$ cat config.mk
export PLATFORM = sky130hd
export DESIGN_NAME = yarp_decode_pipe_flat
export DESIGN_NICKNAME = d
export VERILOG_FILES = /design/src/rtl/yarp_decode_pipe_if.sv /design/src/rtl/yarp_decode_pipe.sv /design/src/flat_wrapper.sv
export SDC_FILE = /design/constraint.sdc
export NUM_CORES = 1
export LEC_CHECK = 0
export ABC_AREA = 1
export BUFFER_PORTS_ARGS = -buffer_cell sky130_fd_sc_hd__buf_4
export CORE_ASPECT_RATIO = 2
export CORE_MARGIN = 2
export CORE_UTILIZATION = 51
export CTS_CLUSTER_DIAMETER = 200
export DETAILED_ROUTE_END_ITERATION = 10
export PLACE_DENSITY = 0.82
export SLEW_MARGIN = 20
export SYNTH_ARGS = -nofsm -noshare
export SYNTH_HDL_FRONTEND = slang
export SYNTH_SLANG_ARGS = --single-unit
$ cat constraint.sdc
create_clock -name clk -period 1.4 [get_ports clk]
set_input_delay 0.07 -clock clk [delete_from_list [all_inputs] [get_ports clk]]
set_output_delay 0.07 -clock clk [all_outputs]
set_load 0.02 [all_outputs]
$ cat src/rtl/yarp_decode_pipe_if.sv
// ============================================================================
// Module  : yarp_decode_pipe_if
// Brief   : Upstream instruction beat and downstream decoded-entry handshake.
// Revision: 1.0 - initial release
// ============================================================================
`default_nettype none

interface yarp_decode_pipe_if #(
  parameter int XLEN = 32
);
  logic             in_valid_i;
  logic             in_ready_o;
  logic [31:0]      instr_i;
  logic [XLEN-1:0]  pc_i;
  logic             out_valid_o;
  logic             out_ready_i;
  logic [XLEN-1:0]  pc_o;
  logic [4:0]       rs1_o;
  logic [4:0]       rs2_o;
  logic [4:0]       rd_o;
  logic [6:0]       op_o;
  logic [2:0]       funct3_o;
  logic [6:0]       funct7_o;
  logic [5:0]       type_o;
  logic [XLEN-1:0]  imm_o;
  logic             illegal_o;

  modport master (
    output in_valid_i, instr_i, pc_i, out_ready_i,
    input  in_ready_o, out_valid_o, pc_o, rs1_o, rs2_o, rd_o, op_o,
           funct3_o, funct7_o, type_o, imm_o, illegal_o
  );

  modport slave (
    input  in_valid_i, instr_i, pc_i, out_ready_i,
    output in_ready_o, out_valid_o, pc_o, rs1_o, rs2_o, rd_o, op_o,
           funct3_o, funct7_o, type_o, imm_o, illegal_o
  );
endinterface

`default_nettype wire

$ cat src/rtl/yarp_decode_pipe.sv
// ============================================================================
// Module  : yarp_decode_pipe
// Brief   : RV32 decode stage with a small FIFO of pre-decoded entries.
// Revision: 1.0 - initial release
// ============================================================================
`default_nettype none

module yarp_decode_pipe #(
  parameter int XLEN  = 32,
  parameter int DEPTH = 2,
  parameter int CNT_W = 32
) (
  input  wire logic              clk,
  input  wire logic              reset_n,
  input  wire logic              flush_i,
  yarp_decode_pipe_if.slave      bus,
  output logic [CNT_W-1:0]       dec_cnt_o
);

  localparam int c_PTR_W = (DEPTH > 1) ? $clog2(DEPTH) : 1;

  typedef struct packed {
    logic [XLEN-1:0] pc;
    logic [4:0]      rs1;
    logic [4:0]      rs2;
    logic [4:0]      rd;
    logic [6:0]      op;
    logic [2:0]      funct3;
    logic [6:0]      funct7;
    logic [5:0]      typ;
    logic [XLEN-1:0] imm;
    logic            illegal;
  } entry_t;

  entry_t              r_mem [DEPTH];
  logic [c_PTR_W-1:0]  r_wr_ptr;
  logic [c_PTR_W-1:0]  r_rd_ptr;
  logic [c_PTR_W:0]    r_count;
  logic [CNT_W-1:0]    r_dec_cnt;

  logic                w_push;
  logic                w_pop;
  logic [5:0]          w_type;
  logic [31:0]         w_imm32;
  logic                w_illegal;
  entry_t              w_entry;
  entry_t              w_head;

  // Decode happens on the way in so each buffered slot holds ready-to-use fields.
  always_comb begin
    w_type    = 6'b000000;
    w_imm32   = 32'h0;
    w_illegal = 1'b0;
    case (bus.instr_i[6:0])
      7'b0110011: w_type = 6'b000001;
      7'b0000011, 7'b0010011, 7'b1100111: begin
        w_type  = 6'b000010;
        w_imm32 = {{20{bus.instr_i[31]}}, bus.instr_i[31:20]};
      end
      7'b0100011: begin
        w_type  = 6'b000100;
        w_imm32 = {{20{bus.instr_i[31]}}, bus.instr_i[31:25], bus.instr_i[11:7]};
      end
      7'b1100011: begin
        w_type  = 6'b001000;
        w_imm32 = {{19{bus.instr_i[31]}}, bus.instr_i[31], bus.instr_i[7],
                   bus.instr_i[30:25], bus.instr_i[11:8], 1'b0};
      end
      7'b0110111, 7'b0010111: begin
        w_type  = 6'b010000;
        w_imm32 = {bus.instr_i[31:12], 12'h000};
      end
      7'b1101111: begin
        w_type  = 6'b100000;
        w_imm32 = {{11{bus.instr_i[31]}}, bus.instr_i[31], bus.instr_i[19:12],
                   bus.instr_i[20], bus.instr_i[30:21], 1'b0};
      end
      default: w_illegal = 1'b1;
    endcase
  end

  always_comb begin
    w_entry         = '0;
    w_entry.pc      = bus.pc_i;
    w_entry.rs1     = bus.instr_i[19:15];
    w_entry.rs2     = bus.instr_i[24:20];
    w_entry.rd      = bus.instr_i[11:7];
    w_entry.op      = bus.instr_i[6:0];
    w_entry.funct3  = bus.instr_i[14:12];
    w_entry.funct7  = bus.instr_i[31:25];
    w_entry.typ     = w_type;
    w_entry.imm     = XLEN'($signed(w_imm32));
    w_entry.illegal = w_illegal;
  end

  assign bus.in_ready_o  = (r_count < (c_PTR_W + 1)'(DEPTH));
  assign bus.out_valid_o = (r_count != '0);
  assign w_push = bus.in_valid_i && bus.in_ready_o && !flush_i;
  assign w_pop  = bus.out_valid_o && bus.out_ready_i && !flush_i;

  always_ff @(posedge clk or negedge reset_n) begin
    if (!reset_n) begin
      r_wr_ptr  <= '0;
      r_rd_ptr  <= '0;
      r_count   <= '0;
      r_dec_cnt <= '0;
      for (int i = 0; i < DEPTH; i++) begin
        r_mem[i] <= '0;
      end
    end else if (flush_i) begin
      r_wr_ptr <= '0;
      r_rd_ptr <= '0;
      r_count  <= '0;
    end else begin
      if (w_push) begin
        r_mem[r_wr_ptr] <= w_entry;
        r_wr_ptr        <= r_wr_ptr + c_PTR_W'(1);
      end
      if (w_pop) begin
        r_rd_ptr  <= r_rd_ptr + c_PTR_W'(1);
        r_dec_cnt <= r_dec_cnt + CNT_W'(1);
      end
      case ({w_push, w_pop})
        2'b10:   r_count <= r_count + (c_PTR_W + 1)'(1);
        2'b01:   r_count <= r_count - (c_PTR_W + 1)'(1);
        default: r_count <= r_count;
      endcase
    end
  end

  // Push only happens below full, so the head slot is never overwritten while waiting.
  assign w_head        = r_mem[r_rd_ptr];
  assign bus.pc_o      = w_head.pc;
  assign bus.rs1_o     = w_head.rs1;
  assign bus.rs2_o     = w_head.rs2;
  assign bus.rd_o      = w_head.rd;
  assign bus.op_o      = w_head.op;
  assign bus.funct3_o  = w_head.funct3;
  assign bus.funct7_o  = w_head.funct7;
  assign bus.type_o    = w_head.typ;
  assign bus.imm_o     = w_head.imm;
  assign bus.illegal_o = w_head.illegal;
  assign dec_cnt_o     = r_dec_cnt;

endmodule

`default_nettype wire
$ cat src/flat_wrapper.sv
// flat-port wrapper written by rule: the top's interface ports become plain ports
module yarp_decode_pipe_flat 
#(
  parameter int XLEN  = 32,
  parameter int DEPTH = 2,
  parameter int CNT_W = 32
)
  (clk, reset_n, flush_i, dec_cnt_o, bus_in_valid_i, bus_instr_i, bus_pc_i, bus_out_ready_i, bus_in_ready_o, bus_out_valid_o, bus_pc_o, bus_rs1_o, bus_rs2_o, bus_rd_o, bus_op_o, bus_funct3_o, bus_funct7_o, bus_type_o, bus_imm_o, bus_illegal_o);
  yarp_decode_pipe_if #(.XLEN(XLEN)) bus_i ();
  input  wire logic clk;
  input  wire logic reset_n;
  input  wire logic flush_i;
  output logic [CNT_W-1:0] dec_cnt_o;
  input wire logic [$bits(bus_i.in_valid_i)-1:0] bus_in_valid_i;
  input wire logic [$bits(bus_i.instr_i)-1:0] bus_instr_i;
  input wire logic [$bits(bus_i.pc_i)-1:0] bus_pc_i;
  input wire logic [$bits(bus_i.out_ready_i)-1:0] bus_out_ready_i;
  output wire logic [$bits(bus_i.in_ready_o)-1:0] bus_in_ready_o;
  output wire logic [$bits(bus_i.out_valid_o)-1:0] bus_out_valid_o;
  output wire logic [$bits(bus_i.pc_o)-1:0] bus_pc_o;
  output wire logic [$bits(bus_i.rs1_o)-1:0] bus_rs1_o;
  output wire logic [$bits(bus_i.rs2_o)-1:0] bus_rs2_o;
  output wire logic [$bits(bus_i.rd_o)-1:0] bus_rd_o;
  output wire logic [$bits(bus_i.op_o)-1:0] bus_op_o;
  output wire logic [$bits(bus_i.funct3_o)-1:0] bus_funct3_o;
  output wire logic [$bits(bus_i.funct7_o)-1:0] bus_funct7_o;
  output wire logic [$bits(bus_i.type_o)-1:0] bus_type_o;
  output wire logic [$bits(bus_i.imm_o)-1:0] bus_imm_o;
  output wire logic [$bits(bus_i.illegal_o)-1:0] bus_illegal_o;
  assign bus_i.in_valid_i = bus_in_valid_i;
  assign bus_i.instr_i = bus_instr_i;
  assign bus_i.pc_i = bus_pc_i;
  assign bus_i.out_ready_i = bus_out_ready_i;
  assign bus_in_ready_o = bus_i.in_ready_o;
  assign bus_out_valid_o = bus_i.out_valid_o;
  assign bus_pc_o = bus_i.pc_o;
  assign bus_rs1_o = bus_i.rs1_o;
  assign bus_rs2_o = bus_i.rs2_o;
  assign bus_rd_o = bus_i.rd_o;
  assign bus_op_o = bus_i.op_o;
  assign bus_funct3_o = bus_i.funct3_o;
  assign bus_funct7_o = bus_i.funct7_o;
  assign bus_type_o = bus_i.type_o;
  assign bus_imm_o = bus_i.imm_o;
  assign bus_illegal_o = bus_i.illegal_o;
  yarp_decode_pipe #(.XLEN(XLEN), .DEPTH(DEPTH), .CNT_W(CNT_W)) u_core (.clk(clk), .reset_n(reset_n), .flush_i(flush_i), .bus(bus_i), .dec_cnt_o(dec_cnt_o));
endmodule
# Word-level counts from Yosys, hierarchy flattened
# Index checks and enable logic that the tools add are counted.
# W data, S select, Z words.
[word_totals]
ff_bits = 242
output_inout_bits = 137
word_cells = 77
[classes]
addsub = 5
order_cmp = 4
eq_ne = 11
muxes = 15
bitwise = 3
reduce_logical = 15
[ops]
columns = ["op", "n"]
rows = [
  ["$mux W103", 4],
  ["$bwmux W206", 1],
  ["$pmux W32 S5", 1],
  ["$demux W103 S1", 1],
  ["$pmux W6 S6", 1],
  ["$add A32 B1 Y32 const B", 1],
  ["$eq A7 B6 Y1 const B", 3],
  ["$eq A7 B7 Y1 const B", 3],
  ["$eq A7 B5 Y1 const B", 2],
  ["$reduce_or A9 Y1", 1],
  ["$eq A7 B2 Y1 const B", 1],
  ["$reduce_bool A2 Y1", 3],
  ["$logic_and A1 B1 Y1", 5],
  ["$mux W1", 5],
  ["$ge A2 B2 Y1 const B", 2],
  ["$not A1 Y2", 2],
  ["$pmux W2 S2", 1],
  ["$reduce_and A2 Y1", 2],
  ["$reduce_bool A3 Y1", 1],
  ["$reduce_or A3 Y1", 1],
  ["$add A1 B1 Y1 const B", 2],
  ["$add A2 B1 Y2 const B", 1],
  ["$eq A2 B1 Y1 const B", 1],
  ["$eq A2 B2 Y1 const B", 1],
  ["7 further kinds", 7],
]

# Longest topological paths before layout
[depth]
word_depth = 6
mapped_depth = 10

# Worst setup path before layout
# Ideal clock, no wire load.
[synth_path]
path_type = "register -> register"
start = "register u_core.r_dec_cnt[1] (netlist: u_core.dec_cnt_o[1])"
end = "register u_core.r_dec_cnt[22] (netlist: u_core.dec_cnt_o[22])"
setup_ns = 0.113
arrival_time_ns = 1.380
path_slack_ns = -0.094
path_stages_with_launch = 9
n_path_buf = 0
period_less_slack_ns = 1.494
path_cell_list = "dfrtp_1 ha_1 inv_1 nor2_1 nand3_1 nor2_2 nand4_1 nand2_1 inv_1"
[synth_via]
elab_chain_len = 1
[synth_rtl]
columns = ["item", "line_no", "source"]
rows = [
  ["start, declared", "yarp_decode_pipe.sv:39", "logic [CNT_W-1:0] r_dec_cnt;"],
  ["start signal, assigned", "yarp_decode_pipe.sv:121", "r_dec_cnt <= r_dec_cnt + CNT_W'(1);"],
  ["$add A32 B1 Y32", "yarp_decode_pipe.sv:121", ""],
]
# Every way passes these cells.
# A chain may end at the register's enable or synchronous reset.

# Final worst setup path
[layout_path]
start = "register u_core.r_count[1]"
end = "register u_core.r_mem[163] (netlist bit)"
[layout_via]
elab_chain_len = 4
[layout_rtl]
columns = ["item", "line_no", "source"]
rows = [
  ["start, declared", "yarp_decode_pipe.sv:38", "logic [c_PTR_W:0] r_count;"],
  ["start signal, assigned", "yarp_decode_pipe.sv:124", "2'b10: r_count <= r_count + (c_PTR_W + 1)'(1);"],
  ["start signal, assigned", "yarp_decode_pipe.sv:125", "2'b01: r_count <= r_count - (c_PTR_W + 1)'(1);"],
  ["start signal, assigned", "yarp_decode_pipe.sv:126", "default: r_count <= r_count;"],
  ["$lt A2 B2 Y1", "yarp_decode_pipe.sv:96", "assign bus.in_ready_o = (r_count < (c_PTR_W + 1)'(DEPTH));"],
  ["$logic_and A1 B1 Y1 (2 in a row)", "yarp_decode_pipe.sv:98", "assign w_push = bus.in_valid_i && bus.in_ready_o && !flush_i;"],
  ["$reduce_and A2 Y1 (no line)", "n/a", ""],
  ["end signal, assigned by index", "yarp_decode_pipe.sv:116", "r_mem[r_wr_ptr] <= w_entry;"],
  ["end, declared", "yarp_decode_pipe.sv:35", "entry_t r_mem [DEPTH];"],
]
# Every way passes these cells.

==> flow_summary.ini <==
[timing]
slew_violations = 0
finalHoldViolCount = 0
finalCriticalPeriod_ns = 2.055
final.period_utilization_pct = 146.8
final.setup.tns_ns = -67.22
tightest_slew_ns = 0.7142
fin_skew_ns = 0.01567
fin_ws_ns = -0.6549
rsz0062_at_grt = true
fin_hold_ws_ns = 0.002137
finalSetupViolations = 338
slew_headroom_pct = 52.07
fmax_ghz = 0.4867

[synthesis]
syn_area_um2 = 11730
synth_cell_types = 30
syn-instance-count = 1561
synth.area.top_cells = dfrtp_1 52%, nand2_1 26%, o21ai_1 4.8%, inv_1 3.6%, nor2_1 1.8%
synthSimpleGateAreaFrac_pct = 32.94
muxShareOfSynthArea_pct = 0
synth_top_area_cell = dfrtp_1
ys_top_cells_by_count = 807 x nand2_1, 242 x dfrtp_1, 113 x o21ai_1
synthArstFlopShare_pct = 100.0
synth_nets = 1631
yosys.cell_count.top_type = nand2_1
synth_fa_ha_area_share_pct = 0.1066
synth_top_area_share_pct = 51.62
synth-edff-count = 0
yosys_warnings = 0
synth_xor_area_share_pct = 1.194
ys_ff_latch = 242
synth_area_per_cell_um2 = 7.516
synth_top_family_by_area = simple AND/OR/NAND/NOR gates
yosysSeqAreaShare_pct = 51.62
synth_flop_cell = dfrtp_1
synth_compound_area_share_pct = 6.751

[power]
total_leakage_power_nw = 9.958
ir_worst_vdd_uv = 1792
totalPowerFinal_mw = 32.68
powerDensity_nw_per_um2 = 1762

[die]
rows = 78
die_w_um = 111.3
core_um2 = 22640
ios = 206
die_y_um = 218.5
dieArea_um2 = 24310
initial_core_util_pct = 51.82

[critical_path]
crit_chain = nor2_4, nand2_4, nor2_4, clkinv_4, clkbuf_16, o21ai_1
crit_arrival_ns = 2.42
setup.worst_path.end_class = register
crit_fanout = 16
path_buf_inv = 2
crit_slowest_cell = o21ai_1
crit_type = reg2reg
cpMostUsedCell = nor2_4
startpoint_type = register
crit_required_ns = 1.76
max_stage_delay_ns = 0.58
cp_top_family = compound AO/OA/AOI/OAI gates

[placed_design]
numPortBuffers = 205
hpwlAfterDp_um = 25470
gp_congestion = 0.9288
dp_slack_ns = -0.1654

[cells_and_area]
utilization_pct = 81.91
drive_above_1_share_pct = 36.88
syn_to_final_growth_pct = 58.08
nets = 2019

[clocking]
clk_pin_slew_ns = 0.07
clock-sinks = 242
htreeDepth = 1
numCtsBuffers = 23
worstSkewPairLatency_ns = 0.54
clk_path_buf_depth = 3
cts_root_buffer = clkbuf_16
tritoncts = yes

[min_path]
worst_hold_path_type = in2async

[status]
status = complete, but fails checks
violations = setup timing

[routing]
via_per_inst = 6.044
drtAntennaViolNets = 0
drt_iter0_drc = 1532
num_vias = 13580
drcViolationCount = 0
drtPass1Iterations = 6
routed_wl_um = 53720
wl_per_cell_um = 23.91

[global_routing]
grt_pass1_vias = 13010
antenna_found_initial = 4
grt_usage_pct = 36.35
grt_max_degree = 56
overflow = 0
grt_pass1_wl_um = 68890

[flow_run]
max_cap_violations = 0
[state kept, by name, summed over array words and instances (netlist names)]
| name | cells |
|---|---|
| u_core.dec_cnt_o | 32 |
| u_core.r_rd_ptr | 1 |
| u_core.r_wr_ptr | 1 |
| u_core.r_count | 2 |
| u_core.r_mem | 206 |
[layer usage]
metal	routed length, um	part of all wire, %	global-route usage [%]	vias to the layer above
li1	-	-	-	5581
met3	4769	8.9	4.243	437
met1	16260	30	39.16	6474
met2	26380	49	64.39	1082
met4	6271	12	28.11	6
met5	34	0.063	0	-
[report_power, final]
group          switching (mW)  internal [mW]  leakage (nW)
registers                1.96           9.16          3.13
clock network            3.06           3.57         0.376
logic                    8.38           6.55          6.45
[stage by stage]
stage,cells,cell area [um2]
floorplan,1561,11740
global placement,2070,14210
detailed placement,2070,14210
CTS,2214,17030
global route,2246,18540
finish,2247,18550
[layout by cell type (no fill, tap or decap), types with 6 or more instances in the layout]
cell type / netlist / routed
nand3_1: 41 / 32
inv_2: 7 / 7
dlygate4sd3_1: 0 / 66
buf_12: 0 / 29
nor2_4: 2 / 20
nand2_2: 7 / 131
clkbuf_8: 0 / 6
dfrtp_2: 0 / 13
nor2_1: 55 / 38
nor2_2: 12 / 11
xnor2_1: 6 / 6
inv_1: 112 / 106
nand2_4: 2 / 67
buf_16: 0 / 19
buf_6: 13 / 93
nand2_1: 807 / 617
o21ai_1: 113 / 106
clkbuf_16: 0 / 40
nand4_1: 10 / 10
xor2_1: 10 / 10
o21ai_0: 31 / 13
dfrtp_1: 242 / 228
o21ai_2: 7 / 31
nand3_2: 12 / 19
buf_4: 7 / 204
[cell families (layout without fill, tap and decap cells)]
group,Yosys count,count (layout)
buf+inv,192,597
other cells,0,1
compound gates,153,153
flops,242,242
simple gates,957,957
xor+xnor,16,16
fa+ha+maj,1,1
[path summary, 6_finish.rpt]
path / from / slack (ns) / cells past startpoint / to
setup reg to reg: u_core.r_count[1] / -0.65 / 6 / u_core.r_mem[163]
hold reg to reg: u_core.r_mem[113] / 0.48 / 2 / u_core.r_mem[113]
max in group asynchronous: reset_n / 0.73 / 3 / u_core.r_mem[95]
hold / removal: reset_n / 0.002 / 2 / u_core.r_mem[101]
setup / recovery: u_core.r_count[1] / -0.65 / 6 / u_core.r_mem[163]
min in group clk: bus_in_valid_i / 0.04 / 6 / u_core.r_wr_ptr
[cell type report]
class | instances | area [um2]
tap | 280 | 350.3
timing repair inverter | 4 | 56.30
inverter | 119 | 509.2
timing repair buffer | 432 | 4828
fill | 1200 | 4095
antenna | 1 | 2.502
clock buffer | 30 | 661.9
clock inverter | 12 | 111.4
multi-input combinational | 1127 | 5951
sequential | 242 | 6076
[what timing repair did]
action,4_1_cts,5_1_grt
endpoints found under the hold margin,434,0
pin swaps,24,63
endpoints found under the setup margin,288,343
buffers inserted,18,13
gates resized for setup,238,288
hold buffers,66,0
cloned,19,20
No activity file was read; power rests on OpenSTA's default activity.
